`src/rtl/iic_pkg.sv`:
```
// rtl/iic_pkg.sv - shared states and constants for the IIC configuration-port responder
package iic_pkg;

    typedef enum logic [3:0] {
        ST_IDLE,
        ST_DEV_ADDR,
        ST_DEV_ACK,
        ST_REG_ADDR,
        ST_REG_ACK,
        ST_WR_DATA,
        ST_WR_ACK,
        ST_RD_DATA,
        ST_RD_ACK,
        ST_IGNORE
    } iic_state_t;

    localparam logic ACK  = 1'b0;
    localparam logic NACK = 1'b1;

    // CH7301 DVI transmitter defaults
    localparam logic [6:0] CH7301_ADDR     = 7'h76;
    localparam logic [7:0] CH7301_ID_ADDR  = 8'h4B;
    localparam logic [7:0] CH7301_ID_VALUE = 8'h17;

endpackage

```
`src/rtl/iic_filter.sv`:
```
// rtl/iic_filter.sv - pad synchronizer, glitch filter and edge detector for one IIC line
module iic_filter #(
    parameter int FILT_LEN = 4
) (
    input  logic fclk,
    input  logic fclk_rst,
    input  logic i_raw,
    output logic o_level,
    output logic o_rise,
    output logic o_fall
);

    localparam int CW = $clog2(FILT_LEN) + 1;

    logic          r_sync1;
    logic          r_sync2;
    logic          r_level;
    logic          r_rise;
    logic          r_fall;
    logic [CW-1:0] r_cnt;

    // Edge pulses are registered together with the level, so both are aligned.
    always_ff @(posedge fclk) begin
        if (fclk_rst) begin
            r_sync1 <= 1'b1;
            r_sync2 <= 1'b1;
            r_level <= 1'b1;
            r_rise  <= 1'b0;
            r_fall  <= 1'b0;
            r_cnt   <= '0;
        end else begin
            r_sync1 <= i_raw;
            r_sync2 <= r_sync1;
            r_rise  <= 1'b0;
            r_fall  <= 1'b0;
            if (r_sync2 != r_level) begin
                if (r_cnt == CW'(FILT_LEN - 1)) begin
                    r_level <= r_sync2;
                    r_rise  <= r_sync2;
                    r_fall  <= ~r_sync2;
                    r_cnt   <= '0;
                end else begin
                    r_cnt <= r_cnt + 1'b1;
                end
            end else begin
                r_cnt <= '0;
            end
        end
    end

    assign o_level = r_level;
    assign o_rise  = r_rise;
    assign o_fall  = r_fall;

endmodule

```
`src/rtl/iic_responder.sv`:
```
// rtl/iic_responder.sv - IIC target serving a byte-wide register file with auto-increment pointer
module iic_responder
    import iic_pkg::*;
#(
    parameter logic [6:0] DEV_ADDR  = CH7301_ADDR,
    parameter int         REG_DEPTH = 128,
    parameter logic [7:0] ID_ADDR   = CH7301_ID_ADDR,
    parameter logic [7:0] ID_VALUE  = CH7301_ID_VALUE,
    parameter int         FILT_LEN  = 4
) (
    input  logic       fclk,
    input  logic       fclk_rst,
    input  logic       scl_in,
    input  logic       sda_in,
    output logic       sda_oe,
    output logic       busy,
    output logic       wr_stb,
    output logic [7:0] wr_addr,
    output logic [7:0] wr_data
);

    localparam int AW = (REG_DEPTH > 1) ? $clog2(REG_DEPTH) : 1;

    logic w_scl, w_scl_rise, w_scl_fall;
    logic w_sda, w_sda_rise, w_sda_fall;

    iic_filter #(.FILT_LEN(FILT_LEN)) u_scl_filt (
        .fclk     (fclk),
        .fclk_rst (fclk_rst),
        .i_raw    (scl_in),
        .o_level  (w_scl),
        .o_rise   (w_scl_rise),
        .o_fall   (w_scl_fall)
    );

    iic_filter #(.FILT_LEN(FILT_LEN)) u_sda_filt (
        .fclk     (fclk),
        .fclk_rst (fclk_rst),
        .i_raw    (sda_in),
        .o_level  (w_sda),
        .o_rise   (w_sda_rise),
        .o_fall   (w_sda_fall)
    );

    iic_state_t r_state, w_state_nxt;
    logic [6:0] r_shift, w_shift_nxt;
    logic [6:0] r_tx, w_tx_nxt;
    logic [3:0] r_cnt, w_cnt_nxt;
    logic       r_ack_drv, w_ack_drv_nxt;
    logic       r_rw, w_rw_nxt;
    logic       r_busy, w_busy_nxt;
    logic       r_sda_oe, w_oe_nxt;
    logic [7:0] r_ptr, w_ptr_nxt;
    logic       r_wr_stb, w_stb_nxt;
    logic [7:0] r_wr_addr, w_waddr_nxt;
    logic [7:0] r_wr_data, w_wdata_nxt;
    logic       w_commit;
    logic [7:0] r_regs [REG_DEPTH];

    logic       w_start, w_stop, w_in_range;
    logic [7:0] w_rx_byte, w_rd_byte;

    assign w_start    = w_sda_fall & w_scl;
    assign w_stop     = w_sda_rise & w_scl;
    assign w_rx_byte  = {r_shift, w_sda};
    assign w_in_range = (int'(r_ptr) < REG_DEPTH);
    assign w_rd_byte  = (r_ptr == ID_ADDR) ? ID_VALUE :
                        w_in_range         ? r_regs[r_ptr[AW-1:0]] : 8'h00;

    always_comb begin
        w_state_nxt   = r_state;
        w_shift_nxt   = r_shift;
        w_tx_nxt      = r_tx;
        w_cnt_nxt     = r_cnt;
        w_ack_drv_nxt = r_ack_drv;
        w_rw_nxt      = r_rw;
        w_busy_nxt    = r_busy;
        w_oe_nxt      = r_sda_oe;
        w_ptr_nxt     = r_ptr;
        w_stb_nxt     = 1'b0;
        w_waddr_nxt   = r_wr_addr;
        w_wdata_nxt   = r_wr_data;
        w_commit      = 1'b0;
        // Bus conditions outrank any bit edge seen in the same cycle.
        if (w_start || w_stop) begin
            w_state_nxt   = w_start ? ST_DEV_ADDR : ST_IDLE;
            w_cnt_nxt     = 4'd0;
            w_busy_nxt    = 1'b0;
            w_oe_nxt      = 1'b0;
            w_ack_drv_nxt = 1'b0;
        end else begin
            case (r_state)
                ST_DEV_ADDR, ST_REG_ADDR, ST_WR_DATA: begin
                    if (w_scl_rise) begin
                        w_shift_nxt = w_rx_byte[6:0];
                        w_cnt_nxt   = r_cnt + 4'd1;
                        if (r_cnt == 4'd7) begin
                            w_cnt_nxt = 4'd0;
                            if (r_state == ST_DEV_ADDR) begin
                                if (w_rx_byte[7:1] == DEV_ADDR) begin
                                    w_state_nxt = ST_DEV_ACK;
                                    w_busy_nxt  = 1'b1;
                                    w_rw_nxt    = w_rx_byte[0];
                                end else begin
                                    w_state_nxt = ST_IGNORE;
                                end
                            end else if (r_state == ST_REG_ADDR) begin
                                w_ptr_nxt   = w_rx_byte;
                                w_state_nxt = ST_REG_ACK;
                            end else begin
                                w_stb_nxt   = 1'b1;
                                w_waddr_nxt = r_ptr;
                                w_wdata_nxt = w_rx_byte;
                                w_commit    = w_in_range && (r_ptr != ID_ADDR);
                                w_ptr_nxt   = r_ptr + 8'd1;
                                w_state_nxt = ST_WR_ACK;
                            end
                        end
                    end
                end
                // First falling edge starts the ACK, second one ends it.
                ST_DEV_ACK, ST_REG_ACK, ST_WR_ACK: begin
                    if (w_scl_fall) begin
                        if (!r_ack_drv) begin
                            w_oe_nxt      = (ACK == 1'b0);
                            w_ack_drv_nxt = 1'b1;
                        end else begin
                            w_oe_nxt      = 1'b0;
                            w_ack_drv_nxt = 1'b0;
                            w_cnt_nxt     = 4'd0;
                            if (r_state == ST_DEV_ACK && r_rw) begin
                                w_state_nxt = ST_RD_DATA;
                                w_tx_nxt    = w_rd_byte[6:0];
                                w_oe_nxt    = ~w_rd_byte[7];
                            end else if (r_state == ST_DEV_ACK) begin
                                w_state_nxt = ST_REG_ADDR;
                            end else begin
                                w_state_nxt = ST_WR_DATA;
                            end
                        end
                    end
                end
                ST_RD_DATA: begin
                    if (w_scl_rise) begin
                        w_cnt_nxt = r_cnt + 4'd1;
                    end else if (w_scl_fall) begin
                        if (r_cnt == 4'd8) begin
                            w_oe_nxt    = 1'b0;
                            w_cnt_nxt   = 4'd0;
                            w_state_nxt = ST_RD_ACK;
                        end else begin
                            w_oe_nxt = ~r_tx[6];
                            w_tx_nxt = {r_tx[5:0], 1'b0};
                        end
                    end
                end
                ST_RD_ACK: begin
                    if (w_scl_rise) begin
                        if (w_sda == ACK) begin
                            w_ptr_nxt = r_ptr + 8'd1;
                        end else begin
                            w_state_nxt = ST_IGNORE;
                        end
                    end else if (w_scl_fall) begin
                        w_state_nxt = ST_RD_DATA;
                        w_tx_nxt    = w_rd_byte[6:0];
                        w_oe_nxt    = ~w_rd_byte[7];
                        w_cnt_nxt   = 4'd0;
                    end
                end
                default: begin
                end
            endcase
        end
    end

    always_ff @(posedge fclk) begin
        if (fclk_rst) begin
            r_state   <= ST_IDLE;
            r_shift   <= '0;
            r_tx      <= '0;
            r_cnt     <= '0;
            r_ack_drv <= 1'b0;
            r_rw      <= 1'b0;
            r_busy    <= 1'b0;
            r_sda_oe  <= 1'b0;
            r_ptr     <= '0;
            r_wr_stb  <= 1'b0;
            r_wr_addr <= '0;
            r_wr_data <= '0;
        end else begin
            r_state   <= w_state_nxt;
            r_shift   <= w_shift_nxt;
            r_tx      <= w_tx_nxt;
            r_cnt     <= w_cnt_nxt;
            r_ack_drv <= w_ack_drv_nxt;
            r_rw      <= w_rw_nxt;
            r_busy    <= w_busy_nxt;
            r_sda_oe  <= w_oe_nxt;
            r_ptr     <= w_ptr_nxt;
            r_wr_stb  <= w_stb_nxt;
            r_wr_addr <= w_waddr_nxt;
            r_wr_data <= w_wdata_nxt;
        end
    end

    always_ff @(posedge fclk) begin
        if (fclk_rst) begin
            for (int i = 0; i < REG_DEPTH; i++) begin
                r_regs[i] <= '0;
            end
        end else if (w_commit) begin
            r_regs[r_ptr[AW-1:0]] <= w_rx_byte;
        end
    end

    assign sda_oe  = r_sda_oe;
    assign busy    = r_busy;
    assign wr_stb  = r_wr_stb;
    assign wr_addr = r_wr_addr;
    assign wr_data = r_wr_data;

endmodule
```
`config.mk`:
```
export PLATFORM = sky130hd
export DESIGN_NAME = iic_responder
export DESIGN_NICKNAME = d
export VERILOG_FILES = /design/src/rtl/iic_pkg.sv /design/src/rtl/iic_filter.sv /design/src/rtl/iic_responder.sv
export SDC_FILE = /design/constraint.sdc
export NUM_CORES = 2
export LEC_CHECK = 0
export CELL_PAD_IN_SITES_DETAIL_PLACEMENT = 0
export CELL_PAD_IN_SITES_GLOBAL_PLACEMENT = 1
export CORE_ASPECT_RATIO = 0.7
export CORE_UTILIZATION = 58
export CTS_CLUSTER_SIZE = 8
export DETAILED_ROUTE_END_ITERATION = 8
export GPL_TIMING_DRIVEN = 0
export PLACE_DENSITY_LB_ADDON = 0.1
export REMOVE_ABC_BUFFERS = 1
export SETUP_SLACK_MARGIN = 0.3
export SLEW_MARGIN = 15
export SYNTH_ARGS = -nofsm -noshare
export SYNTH_HDL_FRONTEND = slang
export SYNTH_SLANG_ARGS = --single-unit
```
`constraint.sdc`:
```
create_clock -name fclk -period 5 [get_ports fclk]
set_input_delay 1 -clock fclk [delete_from_list [all_inputs] [get_ports fclk]]
set_output_delay 1 -clock fclk [all_outputs]
set_load 0.02 [all_outputs]
```
=== After elaboration in Yosys (flattened, before gate mapping) ===
Memory sizes are Yosys's and may differ from the RTL's. A register that Yosys moved wholly into a read port is not among the register bits.
Cells that the tools add are included.

* Bits in latches: 0
* ROM bits: 0
* Output and inout bits: 19
* Memories kept: 1
* RAM bits: 1024
* Logic and storage cells: 188
* Bits in registers: 67

{| class="wikitable"
|+ Memory list
! name !! words !! width !! rd ports !! clocked after Yosys merged registers in !! wr ports !! RTL line !! text
|-
| r_regs || 128 || 8 || 1 || 1 || 128 || iic_responder.sv:58 || <nowiki>logic [7:0] r_regs [REG_DEPTH];</nowiki>
|}

* Divide/modulo/power cells: 0
* Equality and inequality tests: 41
* Mux-type cells: 73
* Shift-type cells: 0
* Add/subtract/negate cells: 4
* Magnitude comparators: 1
* Multiply operators: 0
* Reductions and logical operators: 28
* Bitwise logic cells: 16

{| class="wikitable"
|+ Operators with widths
! kind !! number
|-
| $mux 4 || 22
|-
| $mux 7 || 11
|-
| $mux 8 || 9
|-
| $pmux 4 s4 || 2
|-
| $mux 1 || 23
|-
| $pmux 7 s3 || 1
|-
| $eq 4x3->1 const B || 5
|-
| $reduce_and 10->1 || 2
|-
| $reduce_and 6->1 || 3
|-
| $reduce_or 3->1 || 6
|-
| $ne 2x2->1 const B || 8
|-
| $pmux 8 s2 || 1
|-
| $not 1->1 || 14
|-
| $ne 3x2->1 const B || 4
|-
| $ne 3x3->1 const B || 4
|-
| $ne 2x1->1 const B || 5
|-
| $add 8x1->8 const B || 1
|-
| $eq 4x2->1 const B || 2
|-
| $eq 4x4->1 const B || 2
|-
| $eq 8x7->1 const B || 1
|-
| $lt 8x8->1 const B || 1
|-
| $ne 8x7->1 const B || 1
|-
| $reduce_and 8->1 || 1
|-
| $reduce_or 8->1 || 1
|-
| other kinds (25) || 33
|}

=== Longest topological paths before layout ===
* Depth after elaboration: 13
* Gate-level depth with buffers: 11

=== By module ===
From an unflattened synthesis, not the netlist that was laid out.

* Cells, all modules: 3625
* Area, all modules: 51431.8 um^2

{| class="wikitable"
|+ Modules (own cells, without submodules)
! module !! area an instance (um^2) !! cells each !! instances
|-
| iic_responder || 50873.8 || 3583 || 1
|-
| iic_filter || 279.0 || 21 || 2
|}

=== Worst setup path after synthesis ===
OpenSTA, ideal clock, no wires.

* Kind: input port to flip-flop
* From: input port fclk_rst
* To: memory r_regs[108][0] (enable)
* Path slack: 1997 ps
* Arrival time: 2678 ps
* Cell stages on the path: 8
* Data required time: 4674 ps
* Path through: or3_4 -> nor3_4 -> nand2b_1 -> buf_2 -> nor3b_4 -> buf_4 -> buf_4 -> a21o_1

{| class="wikitable"
|+ RTL lines
! item !! RTL line !! text
|-
| start: declaration || iic_responder.sv:12 || <nowiki>input logic fclk_rst,</nowiki>
|-
| end: declaration || iic_responder.sv:58 ||
|}

==> results.json <==
{
  "final_common_cell": "edfxtp_1",
  "start_kind": "flip-flop",
  "cts_hold_buf": 0,
  "r2r_start": "r_ptr[5]$_SDFFE_PP0N_",
  "place.gp.congestion": 0.854,
  "async_flop_share_pct": 0,
  "yosys_most_used_dff": "edfxtp_1",
  "path_cells": "nor4bb_4 > buf_6 > a21o_1 > nor3_4 > nand2b_1 > nor3b_4 > buf_8 > buf_8 > buf_8 > a21o_1",
  "required_ns": 5.40,
  "htree_num_levels": 4,
  "drtAntennaViolNets": 0,
  "fmax_ghz": 0.221,
  "layout_common_cells": "edfxtp_1 (1024), and3_1 (1021), mux4_2 (276)",
  "synth_edf_count": 1024,
  "rows": 90,
  "vias_per_cell": 6.89,
  "synth_adder_area_share_pct": 0.170,
  "finalPower_mw": 20.7,
  "cp_slowest_cell": "dfxtp_1",
  "ioPinCount": 23,
  "maxSlewViolCount": 0,
  "drt_iter0_markers": 4263,
  "p_per_area_nw_per_um2": 358,
  "max_slew_margin_pct": 27.4,
  "min_path_cells": 1,
  "multi_input_area_um2": 17200,
  "critical_path.max_fanout": 22,
  "hold_viol_final": 0,
  "clk_path_buf_depth": 3,
  "fin_area_um2": 57800,
  "outcome": "finished, final reports clean",
  "synthMuxAreaShare_pct": 13.0,
  "worstPathArrival_ns": 4.93,
  "finalCritPeriodShare_pct": 90.6,
  "ys_ff_latch": 1098,
  "r2r-end": "r_regs[50][5]$_SDFFCE_PN0P_",
  "die_w_um": 358,
  "syn_to_final_growth_pct": 12.5,
  "clkSinkCount": 1098,
  "synth_xor_area_share_pct": 0.0852,
  "synth_cell_types": 74,
  "register_area_um2": 32300,
  "syn_inst": 3534,
  "reg2reg_depth": 10,
  "fillers": 5948,
  "track_usage_pct": 30.8,
  "insertion_delay_ns": 0.75,
  "synth_compound_area_share_pct": 4.97,
  "synth_seq_area_share_pct": 62.7,
  "die_area_um2": 89800,
  "p_leak_nw": 24.0,
  "cp_common_cell": "buf_8",
  "setup_tns_ns": 0,
  "cts-root-buf": "clkbuf_16",
  "synth.avg_cell_area_um2": 14.5,
  "min_path_type": "flip-flop to flip-flop",
  "hpwl_um": 84000,
  "hold_end": "u_sda_filt.r_sync2$_SDFF_PP1_",
  "vias": 31600,
  "yosysWarnings": 0,
  "cap_viol_max_count": 0,
  "nNetsFinal": 3381,
  "core_area_um2": 86900,
  "drt_wl_total_um": 136000,
  "drt_pass1_iterations": 5,
  "place_inst": 4357,
  "r2r_slack_ns": 0.47,
  "overflow": 0,
  "grt_pass1_wl_um": 202000,
  "hp-start": "u_sda_filt.r_sync1$_SDFF_PP1_",
  "layout-drive-gt1-share_pct": 18.8,
  "ir_drop_uv": 375,
  "setup_violations": 0,
  "max_stage_delay_ns": 0.90,
  "clk_pin_slew_ns": 0.06,
  "synth_top_family_by_area": "simple AND/OR/NAND/NOR gates",
  "grt_pass1_vias": 31200,
  "io_buffers": 22,
  "skew_ns": 0.0210,
  "yosys.area_share.simple_pct": 15.0,
  "initial_core_util_pct": 59.1,
  "period_needed_ns": 4.53,
  "worst-setup-path-type": "flip-flop to flip-flop",
  "die_y_um": 251,
  "cts_buffers": 155,
  "netlist_area_um2": 51400,
  "cp-end-kind": "flip-flop",
  "grt_start_max_net_pins": 104,
  "holdWs_ns": 0.415,
  "dpl_cell_area_um2": 53400,
  "wire_per_inst_um": 29.7,
  "rsz0062_at_grt": "no",
  "num_antenna_cells": 0,
  "antenna_found_initial": 10,
  "route.detailed.drc": 0,
  "cts_tree": "yes",
  "tightest_slew_ns": 1.09,
  "stdcell_count": 4584
}
-- how the worst max path moves through the flow --
stage               cells after the start                     endpoint                  start
floorplan                               6          sda_oe$_SDFFE_PP0P_              flip-flop
global placement                        6          sda_oe$_SDFFE_PP0P_              flip-flop
detailed placement                     10         r_tx[1]$_SDFFE_PP0P_              flip-flop
CTS                                    10         r_tx[1]$_SDFFE_PP0P_              flip-flop
global route                           10  r_regs[50][5]$_SDFFCE_PN0P_  r_ptr[5]$_SDFFE_PP0N_
finish                                 10  r_regs[50][5]$_SDFFCE_PN0P_  r_ptr[5]$_SDFFE_PP0N_
-- report_power, final --
| group | switching (mW) | internal, mW |
|---|---|---|
| Sequential | 0.133 | 10.3 |
| Combinational | 0.433 | 0.237 |
| Clock | 3.77 | 5.83 |
| Total | 4.34 | 16.4 |
-- sequential cells by signal (all words and copies together), names as in the netlist, 3 cells and up, named ones only --
signal            cells
r_ptr                 8
wr_addr               8
r_state               4
wr_data               8
r_shift               7
u_sda_filt.r_cnt      3
u_scl_filt.r_cnt      3
r_tx                  7
r_regs             1024
r_cnt                 4
-- worst max-delay path: cells and delay by family, from the launching register on --
| kind | cells | cell delay (ns) |
|---|---|---|
| AND/OR/NAND/NOR | 4 | 1.70 |
| AO/OA/AOI/OAI | 2 | 0.66 |
| flip-flops | 1 | 0.90 |
| buffers and inverters | 4 | 0.85 |
-- logic make-up after synthesis --
group,Yosys count
xor gates and xnor gates,5
adders and majority gates,7
and+or+nand+nor,1266
muxes,322
AOI/OAI and AO/OA,345
DFF,1098
buffers and inverters,491
-- layer usage --
metal / share of wire [%] / global-route usage (%) / vias up
met1: 42 / 45.5 / 16200
met4: 2.5 / 10.1 / 8
li1: - / - / 13500
met5: 0.037 / 0 / -
met2: 45 / 45.3 / 1641
met3: 10 / 7.21 / 203
-- Yosys cell counts, types with 9 or more instances --
master | count | area share [%]
buf_1 | 16 | 0.12
a21oi_1 | 34 | 0.33
a211oi_1 | 10 | 0.15
nand2_1 | 51 | 0.37
buf_2 | 46 | 0.45
a21o_1 | 129 | 1.9
mux2i_1 | 46 | 0.90
o221ai_1 | 10 | 0.17
mux4_2 | 276 | 12
a21boi_0 | 12 | 0.18
clkbuf_1 | 366 | 2.7
inv_1 | 13 | 0.095
nand3_1 | 13 | 0.13
a22oi_1 | 72 | 1.1
dfxtp_1 | 74 | 2.9
buf_6 | 10 | 0.22
and2_1 | 15 | 0.18
nor3_1 | 13 | 0.13
and3_1 | 1021 | 12
o21ai_0 | 17 | 0.17
nor2b_1 | 16 | 0.19
nand2b_1 | 9 | 0.11
buf_4 | 32 | 0.47
nor2_1 | 75 | 0.55
edfxtp_1 | 1024 | 60
-- metrics by stage --
| step | util [%] | worst slack [ns] |
|---|---|---|
| 3_3_place_gp | 58.7 | -14.69 |
| 6_report | 66.5 | 0.471 |
| 4_1_cts | 66.5 | 0.389 |
| 5_1_grt | 66.5 | 0.332 |
| 2_1_floorplan | - | -7.56 |
| 3_5_place_dp | 61.5 | 0.437 |
-- final cells by class --
type	instances	area share, %
flip-flops and latches	1098	55.8
multi-input cells	1946	29.8
clock buffers	214	7.38
repair buffers	156	4.30
well taps	1150	2.49
clock inverters	7	0.132
inverters	13	0.0844
-- timing repair --
item,4_1_cts,5_1_grt
resized for setup,0,2
buffers inserted,0,5
endpoints found under the setup margin,0,50
(Power assumes the default switching activity.)
